==> src/rtl/wrr_arb_pkg.sv <==
// Shared types and helpers for the packet-locked weighted round-robin arbiter.
package wrr_arb_pkg;

    typedef enum logic {
        IDLE = 1'b0,
        LOCK = 1'b1
    } state_e;

    localparam int N_REQ_DEF = 16;

    // Width of a binary requester index; never narrower than one bit.
    function automatic int id_w(input int n);
        return (n > 1) ? $clog2(n) : 1;
    endfunction

    localparam int ID_W_DEF = id_w(N_REQ_DEF);

endpackage

==> src/rtl/rr_pick_first.sv <==
// Rotating first-set picker: first request at or above ptr, wrapping modulo N.
module rr_pick_first
    import wrr_arb_pkg::*;
#(
    parameter int N  = N_REQ_DEF,
    parameter int IW = id_w(N)
) (
    input  logic [N-1:0]  req,
    input  logic [IW-1:0] ptr,
    output logic [N-1:0]  onehot,
    output logic [IW-1:0] idx
);

    logic found;

    always_comb begin
        onehot = '0;
        idx    = '0;
        found  = 1'b0;
        for (int i = 0; i < N; i++) begin
            int k;
            k = int'(ptr) + i;
            if (k >= N) k = k - N;
            if (!found && req[k]) begin
                found     = 1'b1;
                onehot[k] = 1'b1;
                idx       = IW'(k);
            end
        end
    end

endmodule

==> src/rtl/wrr_lock_arbiter.sv <==
// Packet-locked weighted round-robin arbiter; the owner keeps the grant for
// up to <weight> whole packets, then the pointer moves past it.
module wrr_lock_arbiter
    import wrr_arb_pkg::*;
#(
    parameter int N_REQ = 16,
    parameter int W_WT  = 4
) (
    input  logic                    i_clk,
    input  logic                    i_rst_n,
    input  logic [N_REQ-1:0]        i_req,
    input  logic [N_REQ-1:0]        i_last,
    input  logic [N_REQ*W_WT-1:0]   i_weight,
    input  logic                    i_ready,
    output logic [N_REQ-1:0]        o_grant,
    output logic [id_w(N_REQ)-1:0]  o_grant_id,
    output logic                    o_grant_vld
);

    localparam int IW = id_w(N_REQ);

    state_e            state_q, state_d;
    logic [IW-1:0]     ptr_q, ptr_d;
    logic [IW-1:0]     id_q, id_d;
    logic [W_WT-1:0]   credit_q, credit_d;
    logic              bound_q, bound_d;
    logic              vld_q, vld_d;
    logic [N_REQ-1:0]  grant_q, grant_d;
    logic [N_REQ-1:0]  pick_oh;
    logic [IW-1:0]     pick_idx;
    logic [W_WT-1:0]   wt_pick;
    logic              xfer;
    logic              rel;

    rr_pick_first #(
        .N  (N_REQ),
        .IW (IW)
    ) u_pick (
        .req    (i_req),
        .ptr    (ptr_q),
        .onehot (pick_oh),
        .idx    (pick_idx)
    );

    assign wt_pick = i_weight[int'(pick_idx)*W_WT +: W_WT];
    assign xfer    = (state_q == LOCK) && i_req[id_q] && i_ready;

    always_comb begin
        state_d  = state_q;
        ptr_d    = ptr_q;
        id_d     = id_q;
        credit_d = credit_q;
        bound_d  = bound_q;
        vld_d    = vld_q;
        grant_d  = grant_q;
        rel      = 1'b0;
        unique case (state_q)
            IDLE: begin
                if (|i_req) begin
                    state_d  = LOCK;
                    grant_d  = pick_oh;
                    id_d     = pick_idx;
                    vld_d    = 1'b1;
                    bound_d  = 1'b0;
                    // A zero weight still earns one packet per round.
                    credit_d = (wt_pick == '0) ? W_WT'(1) : wt_pick;
                end
            end
            LOCK: begin
                if (xfer) begin
                    if (i_last[id_q]) begin
                        bound_d = 1'b1;
                        if (credit_q != '0) credit_d = credit_q - 1'b1;
                        rel = (credit_q <= W_WT'(1));
                    end else begin
                        bound_d = 1'b0;
                    end
                end else if (bound_q && !i_req[id_q]) begin
                    rel = 1'b1;
                end
                if (rel) begin
                    state_d  = IDLE;
                    grant_d  = '0;
                    id_d     = '0;
                    vld_d    = 1'b0;
                    bound_d  = 1'b0;
                    credit_d = '0;
                    ptr_d    = (id_q == IW'(N_REQ-1)) ? '0 : id_q + 1'b1;
                end
            end
            default: state_d = IDLE;
        endcase
    end

    always_ff @(posedge i_clk or negedge i_rst_n) begin
        if (!i_rst_n) begin
            state_q  <= IDLE;
            ptr_q    <= '0;
            id_q     <= '0;
            credit_q <= '0;
            bound_q  <= 1'b0;
            vld_q    <= 1'b0;
            grant_q  <= '0;
        end else begin
            state_q  <= state_d;
            ptr_q    <= ptr_d;
            id_q     <= id_d;
            credit_q <= credit_d;
            bound_q  <= bound_d;
            vld_q    <= vld_d;
            grant_q  <= grant_d;
        end
    end

    assign o_grant     = grant_q;
    assign o_grant_id  = id_q;
    assign o_grant_vld = vld_q;

endmodule

==> config.mk <==
export PLATFORM = sky130hd
export DESIGN_NAME = wrr_lock_arbiter
export DESIGN_NICKNAME = d
export VERILOG_FILES = /design/src/rtl/wrr_arb_pkg.sv /design/src/rtl/rr_pick_first.sv /design/src/rtl/wrr_lock_arbiter.sv
export SDC_FILE = /design/constraint.sdc
export NUM_CORES = 1
export LEC_CHECK = 0
export ABC_AREA = 0
export BUFFER_PORTS_ARGS = -buffer_cell sky130_fd_sc_hd__clkbuf_2
export CORE_ASPECT_RATIO = 1.4
export CORE_MARGIN = 5
export CORE_UTILIZATION = 35
export CTS_CLUSTER_SIZE = 12
export DETAILED_ROUTE_END_ITERATION = 10
export GPL_ROUTABILITY_DRIVEN = 0
export RECOVER_POWER = 100
export REMOVE_ABC_BUFFERS = 1
export SETUP_SLACK_MARGIN = 0.02
export SLEW_MARGIN = 15
export SYNTH_ARGS = -nofsm -noshare
export SYNTH_HDL_FRONTEND = slang
export SYNTH_SLANG_ARGS = --single-unit
export TNS_END_PERCENT = 30
==> constraint.sdc <==
create_clock -name i_clk -period 6.4 [get_ports i_clk]
set_clock_uncertainty 0.1 [all_clocks]
set_input_delay 0.96 -clock i_clk [delete_from_list [all_inputs] [get_ports i_clk]]
set_output_delay 0.96 -clock i_clk [all_outputs]
set_load 0.02 [all_outputs]
==> impl_results.md, run 1 <==
* Status: finished, violations left
* Failing checks: max-capacitance violations, max-slew violations
* EDFF count, synth at 0
* Buffers inserted by post-CTS timing repair at 0
* Relative slew slack at -16.4%
* Ys async rst share at 100%
* Clock latency on the worst-skew pair at 0.28 ns
* Vias in the first global route at 6606
* Slowest cell on crit path: ha_1
* HP Class: reg -> reg
* Area after DPL at 0.00692 sq mm
* Starting DRC count in detailed routing at 615
* CTS tree: yes
* Crit path max fanout at 15
* Min Tclk post-route at 5.83 ns
* Clk root buf: clkbuf_16
* RSZ-0062 raised after global routing: no
* Die height at 167 um
* Total GRT Usage at 22.4%
* Crit path DAT at 5.89 ns
* Sequential area share after synthesis at 12.6%
* Post-layout worst setup margin at 0.569 ns
* Cell Count, Final, Fillers Out at 1075
* Via-per-instance ratio at 6.32
* Syn Std Cell Area at 0.00617 sq mm
* Post-detailed-routing wire length at 23.8 mm
* Number of max-cap violations at 1
* Post-synthesis register bit count at 31
* Startpoint Class: register
* Filler cells at 1789
* Buffers on Ports at 119
* Layout cells sized above 1 at 25.7%
* Synth cell types at 85
* Number of buffers created by CTS at 5
* YS warnings at 0
* Global-route wire length before repair at 36.7 mm
* Initial antenna violation count at 0
* Final period util at 91.1%
* Worst-Margin Slew at 1.75 ns
* Fin. Hold Viols at 0
* Final HPWL DP at 18.4 mm
* Router iterations before antenna repair at 7
* Fmax at 0.171 GHz
* Worst-path cell chain: inv_1 -> buf_4 -> ha_1 -> mux4_2 -> mux2_2 -> mux2i_4 -> nor3b_1 -> clkbuf_1 -> nand3_1 -> nor4_2 -> nor4_1 -> a2111oi_2 -> nor2b_4 -> and2_4 -> a32oi_1 -> nand2_1 -> a221o_1
* Share of the synthesized area in the top cell type at 12.6%
* CP max stage delay at 0.70 ns
* Primary FF master, synth: dfrtp_1
* CP Class: reg -> reg
* Critical path required time at 6.46 ns
* Fin Setup TNS at 0 ns
* Starting Density at 35.6%
* DRC viols at 0
* Number of H-tree levels at 2
* Core area at 0.0173 sq mm
* DIE AREA at 0.0204 sq mm
* Routed vias at 6789
* CTS Hold Bufs at 0
* Ports at 120
* Largest area contributor in the netlist: dfrtp_1
* Synth Instances at 749
* Reg clk slew, reported paths at 0.05 ns
* DR WL/cell at 22.1 um
* Clock Path Buffers at 2
* Diode count at 0
* Clock sink total at 31
* Number of gates resized after cts at 0
* Remaining global-route overflow at 0
* Nets@finish at 959
* Cells after DPL at 1067
* Largest net degree at the start of global routing at 33
* Area delta synth->final at 13.9%
* ANT nets after route at 0
* Crit end category: register
* Post-Syn Area per Cell at 8.23 sq um
* Slew Viols, Final at 32
* Row count at 57
* Place WS at 0.692 ns
* Post-route cell area at 0.00702 sq mm
* Die X-Extent at 122 um
* Synth area leaders: dfrtp_1, mux4_2, mux2i_1, nand2_1, mux2_2
* Final Setup Violations at 0
[cell usage after synthesis (7+ instances only)]
library cell,n
mux2i_1,57
mux2_2,26
a22oi_1,8
nand2_1,102
a21oi_1,40
buf_2,10
dfrtp_1,31
o22ai_1,14
nand3_1,37
mux2_1,8
a221oi_1,14
a22o_1,9
inv_1,13
nor2_1,41
o21ai_0,46
nor3_1,14
nor4_1,7
ha_1,22
clkbuf_1,30
a31oi_1,7
nand2b_1,8
mux4_2,32
or2_2,7
a221o_1,12
buf_6,7
[routing by layer]
| layer | up-vias | global-route usage, % | wire length, um |
|---|---|---|---|
| met5 | - | 0 | 0 |
| met2 | 392 | 38.4 | 11600 |
| li1 | 3075 | - | - |
| met1 | 3207 | 26.8 | 8830 |
| met3 | 115 | 2.71 | 1710 |
| met4 | 0 | 12.9 | 1590 |
[flip-flops by register name, indices dropped and copies added, names as in the netlist]
signal and cells:
bound_q 1, credit_q 4, o_grant 16, o_grant_id 4
o_grant_vld 1, ptr_q 4, state_q 1
[final timing paths]
| check | startpoint | end | slack [ns] | cells after the start |
|---|---|---|---|---|
| setup / recovery | ptr_q[1]$_DFFE_PN0P_ | credit_q[2]$_DFFE_PN0P_ | 0.57 | 17 |
| max in group asynchronous | i_rst_n | o_grant[3]$_DFFE_PN0P_ | 4.15 | 1 |
| setup reg to reg | ptr_q[1]$_DFFE_PN0P_ | credit_q[2]$_DFFE_PN0P_ | 0.57 | 17 |
| hold reg to reg | o_grant[4]$_DFFE_PN0P_ | o_grant[4]$_DFFE_PN0P_ | 0.37 | 2 |
| hold / removal | o_grant[4]$_DFFE_PN0P_ | o_grant[4]$_DFFE_PN0P_ | 0.37 | 2 |
| min in group asynchronous | i_rst_n | credit_q[3]$_DFFE_PN0P_ | 1.04 | 1 |
[placed cells by master, fill, tap and decap left out, drive strengths merged, types with 4 or more instances in the layout]
| cell | netlist | final |
|---|---|---|
| clkbuf | 30 | 128 |
| nand2 | 102 | 102 |
| mux2i | 60 | 60 |
| o21ai | 51 | 51 |
| nor2 | 42 | 42 |
| a21oi | 40 | 40 |
| nand3 | 38 | 38 |
| mux2 | 37 | 37 |
| mux4 | 32 | 32 |
| dfrtp | 31 | 31 |
| ha | 22 | 22 |
| buf | 27 | 19 |
| nor3 | 15 | 15 |
| a221oi | 15 | 15 |
| inv | 15 | 15 |
| o22ai | 14 | 14 |
| a221o | 12 | 12 |
| xnor2 | 10 | 10 |
| a22o | 9 | 9 |
| a22oi | 9 | 9 |
| nor4 | 9 | 9 |
| or2 | 9 | 9 |
| nand2b | 8 | 8 |
| and2 | 8 | 8 |
| a31oi | 7 | 7 |
| a21o | 6 | 6 |
| nand4 | 6 | 6 |
| nor3b | 6 | 6 |
| o211ai | 6 | 6 |
| o2111ai | 6 | 6 |
| o221ai | 5 | 5 |
| and3 | 5 | 5 |
| nor2b | 5 | 5 |
| xor2 | 4 | 4 |
| or3 | 4 | 4 |
| o31ai | 4 | 4 |
| a32oi | 4 | 4 |
[final cells by class]
| class | count | area, sq um | share of cell area (%) |
|---|---|---|---|
| timing repair buffer | 139 | 714 | 10.2 |
| inverter | 16 | 60.1 | 0.855 |
| sequential | 31 | 776 | 11.0 |
| tap | 236 | 295 | 4.21 |
| multi-input combinational | 645 | 5020 | 71.5 |
| clock buffer | 8 | 156 | 2.23 |
[per-stage QoR]
stage / hold WS [ns] / utilization, %
final: 0.372 / 40.5
after global routing: 0.395 / 40.5
after CTS: 0.379 / 40.8
after detailed placement: 0.366 / 39.9
after global placement: 0.359 / 39.9
after floorplan: 0.403 / -
[cell families after synthesis]
kind of cell / Yosys count / share of synthesized area (%)
XOR/XNOR: 14 / 2.48
buffers and inverters: 73 / 5.74
flip-flops: 31 / 12.6
AND/OR/NAND/NOR: 265 / 21.2
AO/OA/AOI/OAI: 215 / 24.5
adder cells (fa/ha/maj): 22 / 4.46
multiplexers: 129 / 29.0
[worst max-delay path, delay by kind of cell, from the launching register on]
family                     cells  cell delay (ns)
AOI/OAI and AO/OA              3             1.04
adders and majority gates      1             0.70
buffers and inverters          3             0.53
DFF                            1             0.36
muxes                          3             1.21
and+or+nand+nor                7             1.77
Power of run 1 is not shown: default switching activity piles up to over one toggle a cycle in this logic, so the estimate is an artifact.
==> run 2: changes to the inputs <==
==> constraint.sdc (replaced) <==
create_clock -name i_clk -period 6.85 [get_ports i_clk]
set_clock_uncertainty 0.1 [all_clocks]
set_input_delay 1.0275 -clock i_clk [delete_from_list [all_inputs] [get_ports i_clk]]
set_output_delay 1.0275 -clock i_clk [all_outputs]
set_load 0.02 [all_outputs]
==> run 2 against run 1 <==
Net effect:
- the flow still finishes with violations (max-capacitance violations, max-slew violations)
- worst hold slack worse by 0.00074 ns
- critical path depth is 2 lower
- flip-flop and latch count stayed put
- non-clock buffer count stayed put
- cell area hardly changed
- fmax is 5.4% lower
- final cell count stayed put
- utilization hardly changed
- register-to-register slack better by 0.12 ns
- critical path type unchanged
- critical endpoint unchanged
==> impl_results.md, run 2 (synthesized netlist as in run 1, its figures left out) <==
* Layout cells sized above 1 at 25.6% (was 25.7%)
* Die height at 167 um (unchanged)
* Status: finished, violations left (unchanged)
* Clock sink total at 31 (unchanged)
* Commonest non-fill, non-tap cells in the layout: nand2_1, clkbuf_2, mux2i_1, o21ai_0, nor2_1 (unchanged)
* Vias in the first global route at 6516 (was 6606)
* Critical path required time at 6.91 ns (was 6.46 ns)
* CP Class: reg -> reg (unchanged)
* Slowest cell on crit path: ha_1 (unchanged)
* Final Setup Violations at 0 (unchanged)
* Starting DRC count in detailed routing at 553 (was 615)
* Number of H-tree levels at 2 (unchanged)
* DRC viols at 0 (unchanged)
* CTS Hold Bufs at 0 (unchanged)
* Post-detailed-routing wire length at 22.9 mm (was 23.8 mm)
* CP max stage delay at 0.94 ns (was 0.70 ns)
* HP Class: reg -> reg (unchanged)
* Remaining global-route overflow at 0 (unchanged)
* Area delta synth->final at 13.9% (about the same)
* Startpoint Class: register (unchanged)
* Starting Density at 35.6% (unchanged)
* Die X-Extent at 122 um (unchanged)
* Crit path DAT at 6.23 ns (was 5.89 ns)
* Worst-Margin Slew at 1.73 ns (was 1.75 ns)
* Total GRT Usage at 21.9% (was 22.4%)
* Max reg flops at 16 (unchanged)
* Number of gates resized after cts at 0 (unchanged)
* Clock latency on the worst-skew pair at 0.28 ns (about the same)
* Reg clk slew, reported paths at 0.05 ns (about the same)
* ANT nets after route at 0 (unchanged)
* Crit end category: register (unchanged)
* Core area at 0.0173 sq mm (unchanged)
* Buffers inserted by post-CTS timing repair at 0 (unchanged)
* Final HPWL DP at 18.0 mm (was 18.4 mm)
* Fin. Hold Viols at 0 (unchanged)
* Min Tclk post-route at 6.16 ns (was 5.83 ns)
* Global-route wire length before repair at 35.8 mm (was 36.7 mm)
* Number of buffers created by CTS at 5 (unchanged)
* Fmax at 0.162 GHz (was 0.171 GHz)
* Delay-heaviest family, CP: simple AND/OR/NAND/NOR gates (unchanged)
* Clock Path Buffers at 2 (unchanged)
* R2R depth at 15 (was 17)
* DIE AREA at 0.0204 sq mm (unchanged)
* Routed vias at 6752 (was 6789)
* Hold Path Cell Cnt at 1 (was 2)
* Core Util, Final at 40.5% (about the same)
* Row count at 57 (unchanged)
* Commonest non-fill, non-tap cell in the layout: nand2_1 (unchanged)
* Largest net degree at the start of global routing at 34 (was 33)
* Worst-path cell chain: inv_1 -> buf_4 -> ha_1 -> mux4_2 -> mux2_2 -> mux2_4 -> and4bb_1 -> nand3_4 -> nor3_1 -> a2111oi_0 -> nor2b_1 -> nor2_1 -> a32oi_1 -> nand2_1 -> a221o_1 (was inv_1 -> buf_4 -> ha_1 -> mux4_2 -> mux2_2 -> mux2i_4 -> nor3b_1 -> clkbuf_1 -> nand3_1 -> nor4_2 -> nor4_1 -> a2111oi_2 -> nor2b_4 -> and2_4 -> a32oi_1 -> nand2_1 -> a221o_1)
* Worst Path Buf+Inv at 2 (was 3)
* Initial antenna violation count at 0 (unchanged)
* Number of max-cap violations at 1 (unchanged)
* Router iterations before antenna repair at 5 (was 7)
* Crit path max fanout at 25 (was 15)
* Buffers on Ports at 119 (unchanged)
* Ports at 120 (unchanged)
* CTS tree: yes (unchanged)
* Relative slew slack at -15.6% (was -16.4%)
* Diode count at 0 (unchanged)
* Stages on the worst setup path at 15 (was 17)
* RSZ-0062 raised after global routing: no (unchanged)
* Final period util at 90.0% (was 91.1%)
* Slew Viols, Final at 32 (unchanged)
* Failing checks: max-capacitance violations, max-slew violations (unchanged)
* DR WL/cell at 21.3 um (was 22.1 um)
* Fin Setup TNS at 0 ns (unchanged)
* Nets@finish at 959 (unchanged)
* Clk root buf: clkbuf_16 (unchanged)
* Via-per-instance ratio at 6.28 (was 6.32)
run 2: metal layers:
layer | vias up | global-route usage, % | share of wire [%]
li1 | 3077 | - | -
met1 | 3206 | 25.8 | 37
met2 | 367 | 38.0 | 49
met3 | 102 | 2.61 | 7.4
met4 | 0 | 12.1 | 6.3
met5 | - | 0 | 0
run 2: per-stage QoR:
step | setup slack [ns] | hold WS (ns) | area [sq um] | std cells
2_1_floorplan | 0.150 | 0.403 | 5870 | 692
3_3_place_gp | 1.14 | 0.361 | 6920 | 1067
3_5_place_dp | 1.04 | 0.366 | 6920 | 1067
4_1_cts | 1.02 | 0.379 | 7080 | 1075
5_1_grt | 0.419 | 0.410 | 7020 | 1075
6_report | 0.686 | 0.371 | 7020 | 1075
run 2: final timing paths:
path	startpoint	to	slack [ns]
max	ptr_q[1]$_DFFE_PN0P_	credit_q[2]$_DFFE_PN0P_	0.69
min	o_grant[1]$_DFFE_PN0P_	o_grant[1]$_DFFE_PN0P_	0.37
max reg2reg	ptr_q[1]$_DFFE_PN0P_	credit_q[2]$_DFFE_PN0P_	0.69
min reg2reg	o_grant[1]$_DFFE_PN0P_	o_grant[1]$_DFFE_PN0P_	0.37
max in group asynchronous	i_rst_n	o_grant[6]$_DFFE_PN0P_	4.54
min in group asynchronous	i_rst_n	o_grant_id[1]$_DFFE_PN0P_	1.10
run 2: layout make-up:
type	instances	area, sq um
clock inverters	1	7.51
multi-input cells	645	5010
fillers	1825	10300
clock buffers	7	153
inverters	16	60.1
repair buffers	139	718
well taps	236	295
flip-flops and latches	31	776
Power of run 2 is left out for the same reason.
==> run 3: changes to the inputs <==
--- a/config.mk
+++ b/config.mk
@@ -8,7 +8,6 @@
 export ABC_AREA = 0
 export BUFFER_PORTS_ARGS = -buffer_cell sky130_fd_sc_hd__clkbuf_2
 export CORE_ASPECT_RATIO = 1.4
-export CORE_MARGIN = 5
 export CORE_UTILIZATION = 35
 export CTS_CLUSTER_SIZE = 12
 export DETAILED_ROUTE_END_ITERATION = 10
==> run 3 against run 2 <==
Net effect:
- the run ends with design-rule violations, max-capacitance violations, max-slew violations left
- non-clock buffer count is 1 lower
- register-to-register slack hardly changed
- via count is 0.46% lower
- worst hold slack better by 0.0029 ns
==> impl_results.md, run 3 (synthesized netlist as in run 1, its figures left out) <==
* Reg clk slew, reported paths at 0.05 ns (about the same)
* Die X-Extent at 114 um (was 122 um)
* Worst-path cell chain: inv_1 -> buf_4 -> ha_1 -> mux4_2 -> mux2_1 -> mux2_4 -> and4bb_1 -> nand4_1 -> nand3b_1 -> o21ai_4 -> mux2i_1 -> mux2i_1 -> a22oi_2 -> nand3_1 -> a221o_1 (was inv_1 -> buf_4 -> ha_1 -> mux4_2 -> mux2_2 -> mux2_4 -> and4bb_1 -> nand3_4 -> nor3_1 -> a2111oi_0 -> nor2b_1 -> nor2_1 -> a32oi_1 -> nand2_1 -> a221o_1)
* Routed vias at 6721 (was 6752)
* Total GRT Usage at 24.5% (was 21.9%)
* Number of H-tree levels at 2 (unchanged)
* Startpoint Class: register (unchanged)
* Fin Setup TNS at 0 ns (unchanged)
* RSZ-0062 raised after global routing: no (unchanged)
* Worst hold slack at 0.374 ns (was 0.371 ns)
* Core area at 0.0173 sq mm (unchanged)
* Crit-path most repeated cell: mux2i_1
* CTS Hold Bufs at 0 (unchanged)
* DR WL/cell at 21.0 um (was 21.3 um)
* Clock latency on the worst-skew pair at 0.28 ns (about the same)
* Post-detailed-routing wire length at 22.5 mm (was 22.9 mm)
* Die height at 159 um (was 167 um)
* Number of max-cap violations at 1 (unchanged)
* DIE AREA at 0.0182 sq mm (was 0.0204 sq mm)
* CP max stage delay at 0.96 ns (was 0.94 ns)
* Fmax at 0.163 GHz (was 0.162 GHz)
* Max reg flops at 16 (unchanged)
* Initial antenna violation count at 0 (unchanged)
* Ports at 120 (unchanged)
* CP Class: reg -> reg (unchanged)
* CTS tree: yes (unchanged)
* Slew Viols, Final at 32 (unchanged)
* Clk root buf: clkbuf_16 (unchanged)
* Failing checks: design-rule violations, max-capacitance violations, max-slew violations (was max-capacitance violations, max-slew violations)
* Clock sink total at 31 (unchanged)
* Delay-heaviest family, CP: multiplexers (was simple AND/OR/NAND/NOR gates)
* Commonest non-fill, non-tap cells in the layout: nand2_1, clkbuf_2, mux2i_1, o21ai_0, nor2_1 (unchanged)
* Nets@finish at 958 (was 959)
* Clock Path Buffers at 2 (unchanged)
* Area after DPL at 0.00691 sq mm (was 0.00692 sq mm)
* Starting Density at 35.6% (unchanged)
* Relative slew slack at -14.8% (was -15.6%)
* Crit end category: register (unchanged)
* Router iterations before antenna repair at 11 (was 5)
* Global-route wire length before repair at 35.2 mm (was 35.8 mm)
* Slowest cell on crit path: ha_1 (unchanged)
* Number of gates resized after cts at 0 (unchanged)
* Remaining global-route overflow at 0 (unchanged)
* Vias in the first global route at 6485 (was 6516)
* Number of buffers created by CTS at 5 (unchanged)
* Post-layout worst setup margin at 0.699 ns (was 0.686 ns)
* Via-per-instance ratio at 6.26 (was 6.28)
* Filler cells at 1788 (was 1825)
* Min Tclk post-route at 6.15 ns (was 6.16 ns)
* Largest net degree at the start of global routing at 34 (unchanged)
* Buffers inserted by post-CTS timing repair at 0 (unchanged)
* Status: finished, violations left (unchanged)
* Worst Path Buf+Inv at 2 (unchanged)
* Layout cells sized above 1 at 25.4% (was 25.6%)
* Post-route cell area at 0.00702 sq mm (about the same)
* ANT nets after route at 0 (unchanged)
* DRC viols at 2 (was 0)
* Worst-Margin Slew at 1.72 ns (was 1.73 ns)
* Crit path DAT at 6.21 ns (was 6.23 ns)
* Area delta synth->final at 13.8% (was 13.9%)
* Crit path max fanout at 31 (was 25)
* Buffers on Ports at 119 (unchanged)
* HP Class: reg -> reg (unchanged)
* Final HPWL DP at 17.5 mm (was 18.0 mm)
* Starting DRC count in detailed routing at 627 (was 553)
* Fin. Hold Viols at 0 (unchanged)
* Row count at 57 (unchanged)
* Final period util at 89.8% (was 90.0%)
* Final Setup Violations at 0 (unchanged)
* Commonest non-fill, non-tap cell in the layout: nand2_1 (unchanged)
* Diode count at 0 (unchanged)
* Place WS at 1.02 ns (was 1.04 ns)
* Critical path required time at 6.91 ns (about the same)
[run 3: changes by cell type in the layout (fill, tap and decap cells not counted), sizes merged]
cell      change
clkinv        +1
buf           -1
clkinvlp      -1
[run 3: final cells by class]
class                           instances  area, sq um  area share [%]
Clock buffer                            7          133            1.89
Clock inverter                          1         5.00          0.0713
Inverter                               16         60.1           0.856
Multi-Input combinational cell        645         5040            71.8
Sequential cell                        31          776            11.1
Tap cell                              236          295            4.21
Timing Repair Buffer                  138          711            10.1
[run 3: through the flow]
stage | cells | util, %
floorplan | 692 | -
global placement | 1066 | 39.9
detailed placement | 1066 | 39.9
CTS | 1074 | 40.7
global route | 1074 | 40.5
finish | 1074 | 40.5
[run 3: metal layers]
layer	share of wire [%]	wire (um)	track usage, %	vias up
met5	0	0	0	-
met3	6.2	1400	2.74	94
met2	49	11000	42.3	332
met1	38	8670	28.5	3218
met4	6.6	1480	15.8	0
li1	-	-	-	3077
[run 3: final timing paths]
path / start / endpoint / slack [ns] / cells past startpoint
min in group asynchronous: i_rst_n / credit_q[0]$_DFFE_PN0P_ / 1.10 / 1
worst max register to register: ptr_q[1]$_DFFE_PN0P_ / credit_q[3]$_DFFE_PN0P_ / 0.70 / 15
worst max-delay path: ptr_q[1]$_DFFE_PN0P_ / credit_q[3]$_DFFE_PN0P_ / 0.70 / 15
worst min-delay path: o_grant[1]$_DFFE_PN0P_ / o_grant[1]$_DFFE_PN0P_ / 0.37 / 1
worst min register to register: o_grant[1]$_DFFE_PN0P_ / o_grant[1]$_DFFE_PN0P_ / 0.37 / 1
max in group asynchronous: i_rst_n / o_grant[12]$_DFFE_PN0P_ / 4.56 / 1
Power of run 3 is left out for the same reason.
